==> config.mk <==
export PLATFORM = sky130hd
export DESIGN_NAME = ipa_cfg_arbiter
export DESIGN_NICKNAME = d
export VERILOG_FILES = /design/src/rtl/ipa_cfg_arbiter.sv
export SDC_FILE = /design/constraint.sdc
export NUM_CORES = 1
export LEC_CHECK = 0
export CAP_MARGIN = 20
export CORE_AREA = 4 4 115 117
export CTS_CLUSTER_SIZE = 25
export DETAILED_ROUTE_END_ITERATION = 8
export DIE_AREA = 0 0 119 121
export PLACE_DENSITY = 0.89
export SETUP_SLACK_MARGIN = 0.02
export SLEW_MARGIN = 20
export SYNTH_ARGS = -nofsm -noshare
export SYNTH_HDL_FRONTEND = slang
export SYNTH_SLANG_ARGS = --single-unit
==> constraint.sdc <==
create_clock -name clk -period 4.4 [get_ports clk]
set_input_delay 0.88 -clock clk [delete_from_list [all_inputs] [get_ports clk]]
set_output_delay 0.88 -clock clk [all_outputs]
set_load 0.05 [all_outputs]
==> src/rtl/ipa_cfg_arbiter.sv <==
// Round-robin arbiter sharing one IPA config slave port between NUM_MASTERS requesters.
// Optional response timeout with sticky timeout_err port: define IPA_CFG_ARB_TIMEOUT_EN.
module ipa_cfg_arbiter #(
    parameter int NUM_MASTERS    = 2,
    parameter int DATA_WIDTH     = 32,
    parameter int ADDR_WIDTH     = 32,
    parameter int BE_WIDTH       = 4,
    parameter int TIMEOUT_CYCLES = 16
) (
    input  logic                              clk,
    input  logic                              rst_n,
    input  logic [NUM_MASTERS-1:0]            m_cfg_req,
    input  logic [NUM_MASTERS*ADDR_WIDTH-1:0] m_cfg_add,
    input  logic [NUM_MASTERS-1:0]            m_cfg_wen,
    input  logic [NUM_MASTERS*DATA_WIDTH-1:0] m_cfg_wdata,
    input  logic [NUM_MASTERS*BE_WIDTH-1:0]   m_cfg_be,
    input  logic [NUM_MASTERS*5-1:0]          m_cfg_id,
    output logic [NUM_MASTERS-1:0]            m_cfg_gnt,
    output logic [DATA_WIDTH-1:0]             m_cfg_rdata,
    output logic [NUM_MASTERS-1:0]            m_cfg_valid,
    output logic [4:0]                        m_cfg_r_id,
    output logic                              s_cfg_req,
    output logic [ADDR_WIDTH-1:0]             s_cfg_add,
    output logic                              s_cfg_wen,
    output logic [DATA_WIDTH-1:0]             s_cfg_wdata,
    output logic [BE_WIDTH-1:0]               s_cfg_be,
    output logic [4:0]                        s_cfg_id,
    input  logic                              s_cfg_gnt,
    input  logic [DATA_WIDTH-1:0]             s_cfg_rdata,
    input  logic                              s_cfg_valid,
    output logic                              busy
`ifdef IPA_CFG_ARB_TIMEOUT_EN
    ,
    output logic                              timeout_err
`endif
);

    localparam int IDX_W = (NUM_MASTERS > 1) ? $clog2(NUM_MASTERS) : 1;

    if (NUM_MASTERS < 2 || NUM_MASTERS > 8 || TIMEOUT_CYCLES < 1) begin : g_param_check
        $error("ipa_cfg_arbiter: unsupported parameter value");
    end

    typedef enum logic [1:0] {
        IDLE,
        ISSUE,
        RESP
    } state_e;

    state_e                  state_q, state_d;
    logic [IDX_W-1:0]        rr_ptr_q, rr_ptr_d;
    logic [IDX_W-1:0]        win_q, win_d;
    logic [ADDR_WIDTH-1:0]   add_q, add_d;
    logic                    wen_q, wen_d;
    logic [DATA_WIDTH-1:0]   wdata_q, wdata_d;
    logic [BE_WIDTH-1:0]     be_q, be_d;
    logic [4:0]              id_q, id_d;

    logic [IDX_W-1:0]        pick;
    logic                    pick_vld;
    int unsigned             cand;
    logic [ADDR_WIDTH-1:0]   sel_add;
    logic                    sel_wen;
    logic [DATA_WIDTH-1:0]   sel_wdata;
    logic [BE_WIDTH-1:0]     sel_be;
    logic [4:0]              sel_id;

    logic [NUM_MASTERS-1:0]  gnt;
    logic                    sreq;
    logic                    done;
    logic                    tmo;

`ifdef IPA_CFG_ARB_TIMEOUT_EN
    localparam int CNT_W = $clog2(TIMEOUT_CYCLES + 1);
    logic [CNT_W-1:0] cnt_q, cnt_d;
    logic             terr_q, terr_d;
`endif

    // First requester at or after rr_ptr, wrapping modulo NUM_MASTERS.
    always_comb begin
        pick     = '0;
        pick_vld = 1'b0;
        cand     = 0;
        for (int unsigned k = 0; k < NUM_MASTERS; k++) begin
            cand = (32'(rr_ptr_q) + k) % NUM_MASTERS;
            if (!pick_vld && m_cfg_req[IDX_W'(cand)]) begin
                pick_vld = 1'b1;
                pick     = IDX_W'(cand);
            end
        end
    end

    always_comb begin
        sel_add   = '0;
        sel_wen   = 1'b0;
        sel_wdata = '0;
        sel_be    = '0;
        sel_id    = '0;
        for (int unsigned i = 0; i < NUM_MASTERS; i++) begin
            if (IDX_W'(i) == pick) begin
                sel_add   = m_cfg_add[i*ADDR_WIDTH +: ADDR_WIDTH];
                sel_wen   = m_cfg_wen[i];
                sel_wdata = m_cfg_wdata[i*DATA_WIDTH +: DATA_WIDTH];
                sel_be    = m_cfg_be[i*BE_WIDTH +: BE_WIDTH];
                sel_id    = m_cfg_id[i*5 +: 5];
            end
        end
    end

    always_comb begin
        state_d  = state_q;
        rr_ptr_d = rr_ptr_q;
        win_d    = win_q;
        add_d    = add_q;
        wen_d    = wen_q;
        wdata_d  = wdata_q;
        be_d     = be_q;
        id_d     = id_q;
        gnt      = '0;
        sreq     = 1'b0;
        done     = 1'b0;
        tmo      = 1'b0;
`ifdef IPA_CFG_ARB_TIMEOUT_EN
        cnt_d    = cnt_q;
        terr_d   = terr_q;
`endif
        case (state_q)
            IDLE: begin
                if (pick_vld) begin
                    gnt     = NUM_MASTERS'(1) << pick;
                    win_d   = pick;
                    add_d   = sel_add;
                    wen_d   = sel_wen;
                    wdata_d = sel_wdata;
                    be_d    = sel_be;
                    id_d    = sel_id;
                    state_d = ISSUE;
                end
            end
            ISSUE: begin
                sreq = 1'b1;
                if (s_cfg_gnt) begin
                    if (s_cfg_valid) begin
                        done = 1'b1;
                    end else begin
                        state_d = RESP;
`ifdef IPA_CFG_ARB_TIMEOUT_EN
                        cnt_d   = '0;
`endif
                    end
                end
            end
            RESP: begin
                if (s_cfg_valid) begin
                    done = 1'b1;
                end
`ifdef IPA_CFG_ARB_TIMEOUT_EN
                else if (cnt_q == CNT_W'(TIMEOUT_CYCLES - 1)) begin
                    done   = 1'b1;
                    tmo    = 1'b1;
                    terr_d = 1'b1;
                end else begin
                    cnt_d = cnt_q + CNT_W'(1);
                end
`endif
            end
            default: state_d = IDLE;
        endcase

        if (done) begin
            state_d  = IDLE;
            rr_ptr_d = (win_q == IDX_W'(NUM_MASTERS - 1)) ? '0 : win_q + IDX_W'(1);
        end
    end

    always_ff @(posedge clk) begin
        if (!rst_n) begin
            state_q  <= IDLE;
            rr_ptr_q <= '0;
            win_q    <= '0;
            add_q    <= '0;
            wen_q    <= 1'b0;
            wdata_q  <= '0;
            be_q     <= '0;
            id_q     <= '0;
`ifdef IPA_CFG_ARB_TIMEOUT_EN
            cnt_q    <= '0;
            terr_q   <= 1'b0;
`endif
        end else begin
            state_q  <= state_d;
            rr_ptr_q <= rr_ptr_d;
            win_q    <= win_d;
            add_q    <= add_d;
            wen_q    <= wen_d;
            wdata_q  <= wdata_d;
            be_q     <= be_d;
            id_q     <= id_d;
`ifdef IPA_CFG_ARB_TIMEOUT_EN
            cnt_q    <= cnt_d;
            terr_q   <= terr_d;
`endif
        end
    end

    // Every output is held at zero while reset is asserted, regardless of register state.
    assign m_cfg_gnt   = rst_n ? gnt : '0;
    assign m_cfg_valid = (rst_n && done) ? (NUM_MASTERS'(1) << win_q) : '0;
    assign m_cfg_rdata = (rst_n && done) ? (tmo ? DATA_WIDTH'(32'hDEAD_BEEF) : s_cfg_rdata) : '0;
    assign m_cfg_r_id  = (rst_n && done) ? id_q : '0;
    assign s_cfg_req   = rst_n & sreq;
    assign s_cfg_add   = rst_n ? add_q : '0;
    assign s_cfg_wen   = rst_n & wen_q;
    assign s_cfg_wdata = rst_n ? wdata_q : '0;
    assign s_cfg_be    = rst_n ? be_q : '0;
    assign s_cfg_id    = rst_n ? id_q : '0;
    assign busy        = rst_n && (state_q != IDLE);
`ifdef IPA_CFG_ARB_TIMEOUT_EN
    assign timeout_err = rst_n & terr_q;
`endif

endmodule

Word-level counts from Yosys, hierarchy flattened
Cells that the tools add are included.

storage, ports and cells
  bits in registers = 78
  input bits = 186
  output and inout bits = 117
  word-level logic and storage cells = 64

cells by class
  add/subtract/negate cells = 2
  order comparisons = 2
  equality and inequality tests = 5
  shift-type cells = 2
  mux-type cells = 32
  bitwise operators = 4
  reductions and logical operators = 9

operators by type and width
  operator                                                     number
  two-way mux 32 bit                                           5
  two-way mux 5 bit                                            3
  two-way mux 2 bit                                            7
  two-way mux 1 bit                                            13
  two-way mux 4 bit                                            2
  != test 2 bit (second input constant)                        3
  case mux 2 bit (3 select lines)                              1
  less-than comparator 1 x 2 -> 1 bit (second input constant)  2
  AND reduction 4 bit                                          1
  left shift 1 x 1 -> 2 bit (first input constant)             2
  logical AND 1 bit                                            3
  adder 1 bit (second input constant)                          2
  AND 1 bit                                                    2
  == test 2 x 1 -> 1 bit (second input constant)               1
  == test 2 bit (second input constant)                        1
  logical NOT 2 bit                                            1
  NOT 1 bit                                                    2
  case mux 1 bit (2 select lines)                              1
  AND reduction 2 bit                                          1
  nonzero test 2 bit                                           1
  OR reduction 2 bit                                           1
  logical NOT 1 bit                                            1

Depth between registers and ports, before layout
Gate-level depths: netlist of run 1.

  depth in word-level cells = 10
  gate-level depth with buffers = 7
  depth with buffers taken out = 5

Worst setup path after synthesis of run 1
OpenSTA, ideal clock, no wires.

  path type = input to output
  from = in rst_n
  to = out m_cfg_r_id[4]
  data arrival time = 2.489 ns
  required time = 3.520 ns
  slack = 1.031 ns
  stages = 5
  path buffers = 3
  cells stage by stage = buf_4 buf_6 buf_4 and2_1 nor2b_1

between the ends
  word-level cells in the longest chain between the ends = 2

RTL lines
  what                RTL line  text
  start: declaration  11        input logic rst_n,
  logical AND 1 bit   210       assign m_cfg_r_id = (rst_n && done) ? id_q : '0;
  two-way mux 5 bit   210
  end: declaration    21        output logic [4:0] m_cfg_r_id,

No other way between the ends.

Worst setup path after layout of run 1
  from = in s_cfg_valid
  to = out m_cfg_r_id[2]

between the ends
  word-level cells in the longest chain between the ends = 5

RTL lines
  what                               RTL line  text
  start: declaration                 30        input logic s_cfg_valid,
  two-way mux 1 bit *                143, 154
  two-way mux 1 bit                  142       if (s_cfg_gnt) begin
  case mux 1 bit (2 select lines) *  127       case (state_q)
  logical AND 1 bit *                210
  two-way mux 5 bit *                210

Mark *: on every way between the ends. The rest lies on a longest branch, timed or not.

==> results of run 1 <==
## power by group through the flow
stage / registers (W) / logic [W] / clock network, W
floorplan: 0.000992 / 0.00111 / 0
global placement: 0.00102 / 0.00166 / 0
detailed placement: 0.00102 / 0.00168 / 0
CTS: 0.00101 / 0.00169 / 0.000744
global route: 0.00104 / 0.00179 / 0.000769
finish: 0.00101 / 0.00168 / 0.000721
## area by class of cell
cell class | instances | area (um2) | share of cell area
tap | 172 | 215 | 0.0269
multi-input combinational | 361 | 2410 | 0.302
clock buffer | 9 | 225 | 0.0282
clock inverter | 7 | 65.1 | 0.00814
sequential | 78 | 1560 | 0.195
timing repair buffer | 313 | 3490 | 0.436
inverter | 7 | 26.3 | 0.00329
## routing by layer
layer	vias to the layer above	GRT usage	share of wire
met3	11	0.0671	0.087
met5	-	0	0
met1	2192	0.265	0.41
met4	0	0.0500	0.0099
li1	2322	-	-
met2	203	0.378	0.49
## logic make-up (layout without fill, tap and decap cells)
group,after synthesis,after routing,synth area share
adders and majority gates,4,4,0.0117
muxes,1,1,0.00234
buffers and inverters,57,336,0.0731
DFF,78,78,0.365
AOI/OAI and AO/OA,157,157,0.251
and+or+nand+nor,199,199,0.297
## placed cells by master (no fill, tap or decap), types with 2 or more instances in the layout
master / count
a221o_1: 39
clkbuf_16: 9
and2_0: 8
o211ai_1: 2
dfxtp_1: 78
o21ai_0: 71
and2_1: 131
ha_1: 4
nand3b_1: 35
a31oi_1: 35
nor2_1: 9
nor2b_1: 3
buf_4: 9
clkinv_2: 4
clkdlybuf4s50_1: 265
buf_12: 38
inv_1: 6
clkinvlp_4: 2
nand2_1: 5
## worst min-delay path, stage by stage, from the launching register on
cell and delay (ps):
dfxtp_1 300, o21ai_0 150, a31oi_1 40
## per-stage QoR
stage | total power [W] | instances | worst slack, ps | hold slack [ps] | cell area (um2)
6_report | 0.00341 | 947 | 683 | 534 | 7990
5_1_grt | 0.00359 | 947 | 570 | 561 | 7990
4_1_cts | 0.00345 | 947 | 685 | 535 | 7990
3_5_place_dp | 0.00271 | 931 | 687 | 522 | 7700
3_3_place_gp | 0.00268 | 931 | 714 | 522 | 7700
2_1_floorplan | 0.00210 | 496 | 1030 | 478 | 4280
## state kept, by name, summed over array words and instances, names as in the netlist
register,cells
add_q,32
wdata_q,32
id_q,5
be_q,4
state_q,2
rr_ptr_q,1
wen_q,1
win_q,1
## worst max path at each step
stage / from / endpoint / slack (ps) / depth (start not counted)
floorplan: rst_n / m_cfg_r_id[4] / 1030 / 5
global placement: s_cfg_valid / m_cfg_r_id[4] / 710 / 5
detailed placement: s_cfg_valid / m_cfg_r_id[4] / 690 / 5
CTS: s_cfg_valid / m_cfg_r_id[4] / 680 / 5
global route: s_cfg_valid / m_cfg_r_id[2] / 570 / 5
finish: s_cfg_valid / m_cfg_r_id[2] / 680 / 5
==> reports/qor.csv, run 1 <==
metric,value,unit
hold_buffers,0,
worst_slew_pin_slew,559,ps
seqPwrFrac,0.297,
clock_skew,6.08,ps
p_sw_frac,0.398,
p_int,0.00205,W
drc,0,
crit_chain,"clkdlybuf4s50_1, nand2_1, or2_2, nor2_1, clkdlybuf4s50_1",
slew_headroom,0.626,
max_cap_violations,0,
hold_end,wdata_q[31]$_SDFFE_PN0P_,
start_util,0.346,
cp_num_buf_inv,2,
finalSetupTns,0,ps
first_pass_iters,4,
yosysSeqAreaShare,0.365,
status,"finished, final reports clean",
drv_slew,0,
postCtsSetupRepairBufs,0,
synth_largest_area_cell,dfxtp_1,
antenna_found_initial,0,
ios,303,
switchingPower,0.00136,W
antenna_cells,0,
slowest_stage,clkdlybuf4s50_1,
fin_crit,3720,ps
grt_start_max_net_pins,71,
clkSlewWorstSetupHoldPaths,60,ps
cts_tree,yes,
die_w,119,um
crit_type,in -> out,
clock_path_buffers,2,
coreArea,0.0124,mm2
r2r-end,wdata_q[11]$_SDFFE_PN0P_,
synth_edf_count,0,
synth_fp_nets,686,
ant_nets,0,
cp-end-kind,output port,
grt.total_usage,0.218,
critical_path.top_delay_family,buffers and inverters,
synth_flop_cell,dfxtp_1,
nNetsFinal,960,
htreeDepth,3,
cellPowerDensity,427,mW/mm2
layout-drive-gt1-share,0.0981,
synth_area_leaders,"dfxtp_1, and2_1, a221o_1",
rows,41,
ff2ff_path_depth,6,
synth.most_common_cell,and2_1,
worst_path_most_repeated_cell,clkdlybuf4s50_1,
postRouteWirelength,16.5,mm
p_leak,3.01,nW
worstHoldPathType,reg -> reg,
gp_congestion,0.816,
hp-start,wdata_q[31]$_SDFFE_PN0P_,
cp.required,3520,ps
synthToLayoutAreaGrowth,86.8,%
avgSynthCellArea,8.62,um2
cts_made_buffers,9,
timing.final.crit_share,0.845,
reg2reg_from,state_q[0]$_SDFFE_PP0P_,
startpoint_type,input port,
fmax,269,MHz
rsz0062_at_grt,false,
vias,4728,
hpwl,12.5,mm
drt_iter0_markers,259,
yosys_warnings,0,
ys_types,37,
viasPerCell,4.99,
synth_top_area_share,0.365,
synth_seq_cells,78,
die-area,0.0144,mm2
slowest_delay,810,ps
async_flop_share,0,
rrSetupSlack,2380,ps
grt_first_pass_wirelength,25.2,mm
cts_resized,0,
die_h,121,um
netlist_instances,496,
nFillCells,993,
clock-sinks,78,
routedWlPerCell,17.4,um
clockPowerShare,0.211,
clk_latency,320,ps
worstPathMaxFanout,6,
hold_viol_final,0,
vdd_drop_max,299,uV
min_path_cells,2,
comb_power_share,0.492,
clockRootBuffer,clkbuf_16,
fin_util,0.646,
synth_commonest_cells,"and2_1, dfxtp_1, o21ai_0, a221o_1",
arrival,2840,ps
grt_overflow,0,
setup_viol,0,
io_buffer_count,302,
syn_area,0.00428,mm2
grt_pass1_vias,4571,
(Power assumes the default switching activity.)
==> run 2: changes to the inputs <==
--- a/config.mk
+++ b/config.mk
@@ -6,10 +6,10 @@
 export NUM_CORES = 1
 export LEC_CHECK = 0
 export CAP_MARGIN = 20
-export CORE_AREA = 4 4 115 117
+export CORE_MARGIN = 4
+export CORE_UTILIZATION = 35
 export CTS_CLUSTER_SIZE = 25
 export DETAILED_ROUTE_END_ITERATION = 8
-export DIE_AREA = 0 0 119 121
 export PLACE_DENSITY = 0.89
 export SETUP_SLACK_MARGIN = 0.02
 export SLEW_MARGIN = 20
==> constraint.sdc (replaced) <==
create_clock -name clk -period 3.55 [get_ports clk]
set_input_delay 0.71 -clock clk [delete_from_list [all_inputs] [get_ports clk]]
set_output_delay 0.71 -clock clk [all_outputs]
set_load 0.05 [all_outputs]
==> run 2 against run 1 <==
Hold slack better by 4.6 ps. Routed wire length up 0.59%. Flip-flop and latch count unchanged. Clock skew up 0.56 ps. Die area down 2.4%. Cell count down 2.7%. Largest cell class unchanged. Highest routed layer unchanged.
==> reports/qor.csv, run 2 (synthesis gave the netlist of run 1 again) <==
metric,value,unit,change
slew_headroom,0.597,,was 0.626
switchingPower,0.00174,W,was 0.00136 W
routedWlPerCell,18.0,um,was 17.4 um
gp_congestion,0.849,,was 0.816
die-area,0.0141,mm2,was 0.0144 mm2
nNetsFinal,959,,was 960
cellPowerDensity,535,mW/mm2,was 427 mW/mm2
startpoint_type,input port,,unchanged
clkSlewWorstSetupHoldPaths,60,ps,about the same
clock_skew,6.63,ps,was 6.08 ps
start_util,0.356,,was 0.346
p_int,0.00245,W,was 0.00205 W
crit_type,in -> out,,unchanged
clockPowerShare,0.211,,about the same
worstHoldPathType,reg -> reg,,unchanged
drc,0,,unchanged
die_w,119,um,about the same
grt_use_met1,0.264,,was 0.265
fmax,332,MHz,
cp.required,2840,ps,was 3520 ps
hold_buffers,0,,unchanged
seqPwrFrac,0.301,,was 0.297
coreArea,0.0120,mm2,was 0.0124 mm2
comb_power_share,0.488,,was 0.492
first_pass_iters,4,,unchanged
nFillCells,936,,was 993
final_cells,921,,was 947
clock-sinks,78,,unchanged
grt_first_pass_wirelength,25.7,mm,was 25.2 mm
final_common_cell,clkdlybuf4s50_1,,unchanged
clk_latency,330,ps,was 320 ps
finalSetupTns,0,ps,unchanged
rows,40,,was 41
htreeDepth,3,,unchanged
gr-max-usage-layer,met2,,unchanged
hold_viol_final,0,,unchanged
fin_crit,3010,ps,
dp_slack,538,ps,was 687 ps
hold_ws,539,ps,was 534 ps
met2_usage,0.392,,was 0.378
rsz0062_at_grt,false,,unchanged
max_cap_violations,0,,unchanged
synthToLayoutAreaGrowth,83.4,%,was 86.8%
vias,4802,,"was 4,728"
io_buffer_count,302,,unchanged
drv_slew,0,,unchanged
ios,303,,unchanged
cts_tree,yes,,unchanged
vdd_drop_max,317,uV,was 299 uV
drt_iter0_markers,259,,unchanged
arrival,2300,ps,was 2840 ps
hpwl,12.7,mm,was 12.5 mm
cp-end-kind,output port,,unchanged
clock_path_buffers,2,,unchanged
clockRootBuffer,clkbuf_16,,unchanged
fin_ws,536,ps,was 683 ps
postCtsSetupRepairBufs,0,,unchanged
cts_resized,0,,unchanged
antenna_found_initial,0,,unchanged
timing.final.crit_share,0.849,,
cts_made_buffers,9,,unchanged
grt_overflow,0,,unchanged
reg.largest.list,"add_q x32, wdata_q x32, id_q x5",,unchanged
antenna_cells,0,,unchanged
worst_slew_pin_slew,604,ps,was 559 ps
status,"finished, final reports clean",,unchanged
grt_pass1_vias,4820,,"was 4,571"
layout-drive-gt1-share,0.150,,was 0.0981
grt_start_max_net_pins,71,,unchanged
grt.total_usage,0.226,,was 0.218
worstPathMaxFanout,34,,was 6
die_h,119,um,was 121 um
postRouteWirelength,16.6,mm,was 16.5 mm
met3_usage,0.0675,,was 0.0671
dp.cells,905,,was 931
p_sw_frac,0.415,,was 0.398
viasPerCell,5.21,,was 4.99
setup_viol,0,,unchanged
p_leak,3.07,nW,was 3.01 nW
power,0.00419,W,was 0.00341 W
ant_nets,0,,unchanged
final_cell_mix,"clkdlybuf4s50_1, and2_1, dfxtp_1, o21ai_0, buf_4",,"was clkdlybuf4s50_1, and2_1, dfxtp_1, o21ai_0, a221o_1"
-- run 2: cell count changes in the layout (fill, tap and decap cells not counted), sizes merged --
cell and delta:
clkdlybuf4s50 -41, bufinv -1, buf +40, inv +5, clkinv -4
-- run 2: per-layer routing --
layer,vias to the layer above,part of all wire
met5,-,0
met4,0,0.024
met3,31,0.077
met2,224,0.50
met1,2230,0.40
li1,2317,-
-- run 2: final cells by class --
| class | instances | area, um2 | area share |
|---|---|---|---|
| clock buffers | 9 | 225 | 0.0287 |
| clock inverters | 7 | 61.3 | 0.00782 |
| inverters | 7 | 26.3 | 0.00335 |
| multi-input cells | 361 | 2410 | 0.308 |
| flip-flops and latches | 78 | 1560 | 0.199 |
| well taps | 147 | 184 | 0.0234 |
| repair buffers | 312 | 3370 | 0.430 |
-- run 2: worst paths after layout --
check	start	end	slack, ps	depth (start not counted)
setup / recovery	s_cfg_valid	m_cfg_valid[0]	540	6
hold / removal	rr_ptr_q$_SDFFE_PN0P_	rr_ptr_q$_SDFFE_PN0P_	540	2
setup reg to reg	state_q[0]$_SDFFE_PP0P_	wdata_q[17]$_SDFFE_PN0P_	1510	6
hold reg to reg	rr_ptr_q$_SDFFE_PN0P_	rr_ptr_q$_SDFFE_PN0P_	540	2
-- run 2: critical path, cell delays in order --
cell and delay (ps):
clkdlybuf4s50_1 470, nand2_1 150, nor3b_2 240, buf_4 290
nor2b_1 260, buf_12 170
-- run 2: power by group through the flow --
stage          Sequential, W  Clock, W  Combinational [W]
6_report             0.00126  0.000887            0.00204
3_5_place_dp         0.00128         0            0.00204
5_1_grt              0.00129  0.000948            0.00218
2_1_floorplan        0.00123         0            0.00138
4_1_cts              0.00126  0.000908            0.00205
3_3_place_gp         0.00127         0            0.00198
-- run 2: per-stage QoR --
stage / utilization / area [um2]
2_1_floorplan: - / 4280
3_3_place_gp: 0.629 / 7560
3_5_place_dp: 0.629 / 7560
4_1_cts: 0.653 / 7840
5_1_grt: 0.653 / 7840
6_report: 0.653 / 7840
